===== src/rtl/fetch_pkg.sv =====
// Shared constants and state encoding for the fetch stage: default PC and
// bubble encoding, word width, FSM states and the wrapping PC increment.
package fetch_pkg;

    localparam int          WORD_W        = 32;
    localparam logic [31:0] NOP_INSTR_DEF = 32'h5400_0000;
    localparam logic [31:0] RESET_PC_DEF  = 32'h0000_0000;

    typedef enum logic [1:0] {
        ST_RUN   = 2'd0,
        ST_HOLD  = 2'd1,
        ST_FLUSH = 2'd2
    } fetch_state_t;

    // Modulo-2^32 increment; 32'hFFFFFFFC wraps to 0 by truncation.
    function automatic logic [WORD_W-1:0] pc_inc(input logic [WORD_W-1:0] pc);
        return pc + 32'd4;
    endfunction

endpackage


===== src/rtl/fetch_pc_reg.sv =====
// Program counter register: redirect load has priority over increment,
// otherwise the value is held. Asynchronous active-low reset to RESET_PC.
module fetch_pc_reg
    import fetch_pkg::*;
#(
    parameter logic [31:0] RESET_PC = RESET_PC_DEF
) (
    input  logic              clk,
    input  logic              rst_n,
    input  logic              load,
    input  logic [WORD_W-1:0] load_pc,
    input  logic              incr,
    output logic [WORD_W-1:0] pc
);

    logic [WORD_W-1:0] pc_reg;

    always_ff @(posedge clk or negedge rst_n) begin
        if (!rst_n) begin
            pc_reg <= RESET_PC;
        end else if (load) begin
            pc_reg <= load_pc;
        end else if (incr) begin
            pc_reg <= pc_inc(pc_reg);
        end
    end

    assign pc = pc_reg;

endmodule


===== src/rtl/fetch_control.sv =====
// Fetch stage control: PC, fetch/decode pipeline register and RUN/HOLD/FLUSH FSM.
// Optional stall/flush cycle counters are enabled by defining FETCH_STALL_STATS_EN.
module fetch_control
    import fetch_pkg::*;
#(
    parameter logic [31:0] RESET_PC    = RESET_PC_DEF,
    parameter logic [31:0] NOP_INSTR   = NOP_INSTR_DEF,
    parameter int          FLUSH_DEPTH = 1
) (
    input  logic        clk,
    input  logic        rst_n,
    input  logic        need_nop,
    input  logic        pc_stall,
    input  logic        redirect_valid,
    input  logic [31:0] redirect_pc,
    input  logic [31:0] imem_rdata,
    output logic [31:0] imem_addr,
    output logic [31:0] fetch_instr,
    output logic [31:0] fetch_pc_plus_4,
    output logic [31:0] decode_instr,
    output logic [31:0] decode_pc_plus_4,
`ifdef FETCH_STALL_STATS_EN
    output logic [31:0] stall_cycles,
    output logic [31:0] flush_cycles,
`endif
    output logic        decode_valid
);

    localparam logic [2:0] FLUSH_INIT = 3'(FLUSH_DEPTH - 1);

    fetch_state_t state_reg, state_next;
    logic [2:0]   cnt_reg, cnt_next;

    logic [31:0] dec_instr_reg, dec_instr_next;
    logic [31:0] dec_pc4_reg, dec_pc4_next;
    logic        dec_valid_reg, dec_valid_next;

    logic        pc_load;
    logic        pc_incr;
    logic [31:0] pc;

    fetch_pc_reg #(
        .RESET_PC(RESET_PC)
    ) u_pc_reg (
        .clk    (clk),
        .rst_n  (rst_n),
        .load   (pc_load),
        .load_pc(redirect_pc),
        .incr   (pc_incr),
        .pc     (pc)
    );

    assign imem_addr       = pc;
    assign fetch_pc_plus_4 = pc_inc(pc);
    assign fetch_instr     = (state_reg == ST_FLUSH) ? NOP_INSTR : imem_rdata;

    always_comb begin
        state_next     = state_reg;
        cnt_next       = cnt_reg;
        pc_load        = 1'b0;
        pc_incr        = 1'b0;
        dec_instr_next = fetch_instr;
        dec_pc4_next   = fetch_pc_plus_4;
        dec_valid_next = 1'b1;

        if (redirect_valid) begin
            pc_load        = 1'b1;
            dec_instr_next = NOP_INSTR;
            dec_pc4_next   = 32'd0;
            dec_valid_next = 1'b0;
            cnt_next       = FLUSH_INIT;
            state_next     = (FLUSH_DEPTH > 1) ? ST_FLUSH : ST_RUN;
        end else if (state_reg == ST_FLUSH) begin
            // Bubbles cannot create hazards, so hazard requests are ignored here.
            pc_incr        = 1'b1;
            dec_instr_next = NOP_INSTR;
            dec_pc4_next   = 32'd0;
            dec_valid_next = 1'b0;
            cnt_next       = cnt_reg - 3'd1;
            if (cnt_reg <= 3'd1) begin
                state_next = ST_RUN;
            end
        end else if (need_nop) begin
            dec_instr_next = NOP_INSTR;
            dec_pc4_next   = 32'd0;
            dec_valid_next = 1'b0;
            state_next     = ST_HOLD;
        end else if (pc_stall) begin
            // Re-latch the current fetch so the hazard unit sees equal PC+4 next cycle.
            state_next = ST_HOLD;
        end else begin
            pc_incr    = 1'b1;
            state_next = ST_RUN;
        end
    end

    always_ff @(posedge clk or negedge rst_n) begin
        if (!rst_n) begin
            state_reg     <= ST_RUN;
            cnt_reg       <= 3'd0;
            dec_instr_reg <= NOP_INSTR;
            dec_pc4_reg   <= 32'd0;
            dec_valid_reg <= 1'b0;
        end else begin
            state_reg     <= state_next;
            cnt_reg       <= cnt_next;
            dec_instr_reg <= dec_instr_next;
            dec_pc4_reg   <= dec_pc4_next;
            dec_valid_reg <= dec_valid_next;
        end
    end

    assign decode_instr     = dec_instr_reg;
    assign decode_pc_plus_4 = dec_pc4_reg;
    assign decode_valid     = dec_valid_reg;

`ifdef FETCH_STALL_STATS_EN
    logic        flush_take;
    logic        stall_take;
    logic [31:0] stall_cnt_reg;
    logic [31:0] flush_cnt_reg;

    assign flush_take = redirect_valid || (state_reg == ST_FLUSH);
    assign stall_take = !flush_take && (need_nop || pc_stall);

    always_ff @(posedge clk or negedge rst_n) begin
        if (!rst_n) begin
            stall_cnt_reg <= 32'd0;
            flush_cnt_reg <= 32'd0;
        end else begin
            if (stall_take && (stall_cnt_reg != 32'hFFFF_FFFF)) begin
                stall_cnt_reg <= stall_cnt_reg + 32'd1;
            end
            if (flush_take && (flush_cnt_reg != 32'hFFFF_FFFF)) begin
                flush_cnt_reg <= flush_cnt_reg + 32'd1;
            end
        end
    end

    assign stall_cycles = stall_cnt_reg;
    assign flush_cycles = flush_cnt_reg;
`endif

endmodule


===== config.mk =====
export PLATFORM = sky130hd
export DESIGN_NAME = fetch_control
export DESIGN_NICKNAME = d
export VERILOG_FILES = /design/src/rtl/fetch_pkg.sv /design/src/rtl/fetch_pc_reg.sv /design/src/rtl/fetch_control.sv
export SDC_FILE = /design/constraint.sdc
export NUM_CORES = 1
export LEC_CHECK = 0
export ABC_AREA = 0
export BUFFER_PORTS_ARGS = -buffer_cell sky130_fd_sc_hd__buf_2
export CORE_MARGIN = 1
export CORE_UTILIZATION = 46
export CTS_CLUSTER_SIZE = 25
export DETAILED_ROUTE_END_ITERATION = 8
export PLACE_DENSITY = 0.8
export SLEW_MARGIN = 20
export SYNTH_ARGS = -nofsm -noshare
export SYNTH_HDL_FRONTEND = slang
export SYNTH_SLANG_ARGS = --single-unit
export TNS_END_PERCENT = 5

===== constraint.sdc =====
create_clock -name clk -period 2.6 [get_ports clk]
set_input_delay 0.13 -clock clk [delete_from_list [all_inputs] [get_ports clk]]
set_output_delay 0.13 -clock clk [all_outputs]
set_load 0.02 [all_outputs]

==> results by group <==
Floorplan
  • Die height: 102 um
  • Num rows: 36
  • Initial core utilization: 0.472
  • Die W: around 100 um
  • # IOs: 230
  • Core ar.: 9730 um^2
  • Die area: around 10,000 um^2

Clocking
  • Worst-path clk slew: around 0.1 ns
  • H-tree levels: 3
  • Root Buffer: clkbuf_8
  • TritonCTS clock tree: done
  • Worst-Skew Late Latency: 0.37 ns
  • Clk sink count: 97
  • Total CTS buffers: 9
  • Clk buf depth: 2

STA
  • Tcrit/Tclk final: 0.952
  • Relative slew slack: 0.563
  • Final setup TNS: 0 ns
  • Layout Skew: between 0.01 and 0.015 ns
  • Worst hold margin: approximately 0.022 ns
  • Crit path time final: around 2.5 ns
  • Final setup violation count: 0
  • Final Hold Fails: 0
  • Worst-Margin Slew: between 0.6 and 0.7 ns
  • Pins Over Slew Limit: 0
  • RSZ-0062 raised after global routing: false
  • FMAX: 404 MHz

Critical path
  • Worst endpoint required time: between 2 and 2.5 ns
  • R2R cell count: 6
  • Worst setup SP type: register
  • Worst Path Max Fanout: 8
  • Worst EP arrival: roughly 2.4 ns
  • Critical path class: register to output port
  • CP Capture Type: output port

Drt
  • Initial DRC Count: 206
  • Drt via density: just under 5
  • Vias: 4,137
  • Post-Route WL: about 13 mm
  • WL/cell: about 16 um
  • Routed Antenna Nets: 0
  • DRC: 0
  • Drt first pass iters: 4

Yosys
  • Count leader, synth: dfrtp_1
  • Avg Cell Area, Syn: 10.4 um^2
  • EDFF count, synth: 0
  • Synth top area share: 0.512
  • Synthesized cell area: roughly 4600 um^2
  • Count of cell types in the netlist: 44
  • Post-Synthesis Cells: approximately 440
  • Async SR Flop Fraction: 1.00
  • Yosys reg bits: between 90 and 100
  • Synth warn: 0
  • Area leader, netlist: dfrtp_1
  • Post-Syn Nets: around 510
  • Area contributors post-synth: dfrtp_1 (51%), and2_1 (8.2%), buf_4 (5.7%)
  • Post-synthesis sequential area ratio: 0.529
  • Post-synth top cells: dfrtp_1 (94), and2_1 (60), nand2_1 (44)
  • Predominant post-synthesis flop cell: dfrtp_1

Finish
  • Design Area, Final: approximately 6500 um^2
  • Layout Cells excl Fill: ~840
  • Syn-to-layout area delta: 41.8%
  • Nets: around 770
  • Ratio of cells with drive above 1 in the final layout: 0.412
  • Fin util: 0.670

Run
  • Max_cap viols: 0

Global route
  • Largest net degree at the start of global routing: 69
  • Initial antenna violation count: 0
  • Vias in the first global route: approximately 4,000
  • First-pass GRT wire length: about 20 mm
  • Overflow after GRT: 0
  • GR Util All Layers: 0.255

Outcome
  • Status: completed

Placed design
  • DP HPWL: just over 9 mm
  • Final GP Congestion: around 0.87
  • I/O Buffers: about 230
  • Placed cell area: between 5000 and 6000 um^2
  • Placed Cells: about 760

Hold path
  • Type of the most critical hold path: input pin to register
  • Hold path cells: 3

Power
  • P_leak: about 3.3 nW
  • Peak VDD IR: approximately 260 uV
  • Pwr dens: 558 nW/um^2
-- metal layers --
metal / GRT usage / wire length [um] / up-vias
met4: 0.155 / 614 / 0
met1: 0.292 / 5070 / 1956
met3: 0.0643 / 987 / 46
li1: - / - / 1929
met5: 0 / 0 / -
met2: 0.431 / 6740 / 206
-- area by class of cell --
cell class                 count  area (um^2)
timing repair buffer         302         1860
clock inverter                 7          101
antenna                        1         2.50
multi-input combinational    279         1800
sequential                    97         2440
clock buffer                   9          124
tap                          133          166
fill                         744         3210
inverter                       7         26.3
-- where the power goes --
| group | switching, mW | internal [mW] | total (mW) |
|---|---|---|---|
| Combinational | 0.505 | 0.328 | 0.833 |
| Sequential | 0.0992 | 1.60 | 1.70 |
| Clock | 0.552 | 0.550 | 1.10 |
-- metrics by stage --
stage / setup slack, ns / power, mW
6_report: 0.125 / 3.64
2_1_floorplan: 0.190 / 2.18
5_1_grt: 0.00662 / 3.80
3_5_place_dp: 0.359 / 2.47
3_3_place_gp: 0.397 / 2.46
4_1_cts: -0.00669 / 3.66
-- cell families after synthesis --
logic type | share of synthesized area
and+or+nand+nor | 0.237
DFF | 0.529
AOI/OAI and AO/OA | 0.0476
muxes | 0.00708
buffers and inverters | 0.0871
adders and majority gates | 0.00272
xor gates and xnor gates | 0.0895
-- critical path: stages (launching register included) --
cell and delay (ns):
dfrtp_2 0.45, nand3_2 0.14, or4_4 0.67, nor4_4 0.26, xor2_1 0.24, buf_2 0.21
-- repair_timing --
item                                   4_1_cts  5_1_grt
hold buffers                                59        0
setup endpoints to repair                    3        9
buffers inserted                             0        3
cloned                                       0        0
endpoints found under the hold margin       97        0
gates resized for setup                      4        9
pin swaps                                    0        4
-- worst paths after layout --
check	startpoint	slack [ns]	endpoint
max	u_pc_reg.pc[11]	0.12	fetch_pc_plus_4[31]
min	redirect_pc[18]	0.02	u_pc_reg.pc[18]
max reg2reg	u_pc_reg.pc[24]	0.42	u_pc_reg.pc[30]
min reg2reg	u_pc_reg.pc[0]	0.56	decode_pc_plus_4[0]
max in group asynchronous	rst_n	1.58	decode_pc_plus_4[0]
min in group asynchronous	rst_n	0.31	decode_instr[9]
-- cells in the final DEF, fill, tap and decap left out, types with 14 or more instances in the layout --
cell,count
nand2_1,44
and2_1,60
buf_2,228
o21ai_0,20
xnor2_1,22
xor2_1,24
dfrtp_1,85
nand3_1,21
dlygate4sd3_1,59
buf_4,14
(Power assumes the default switching activity.)
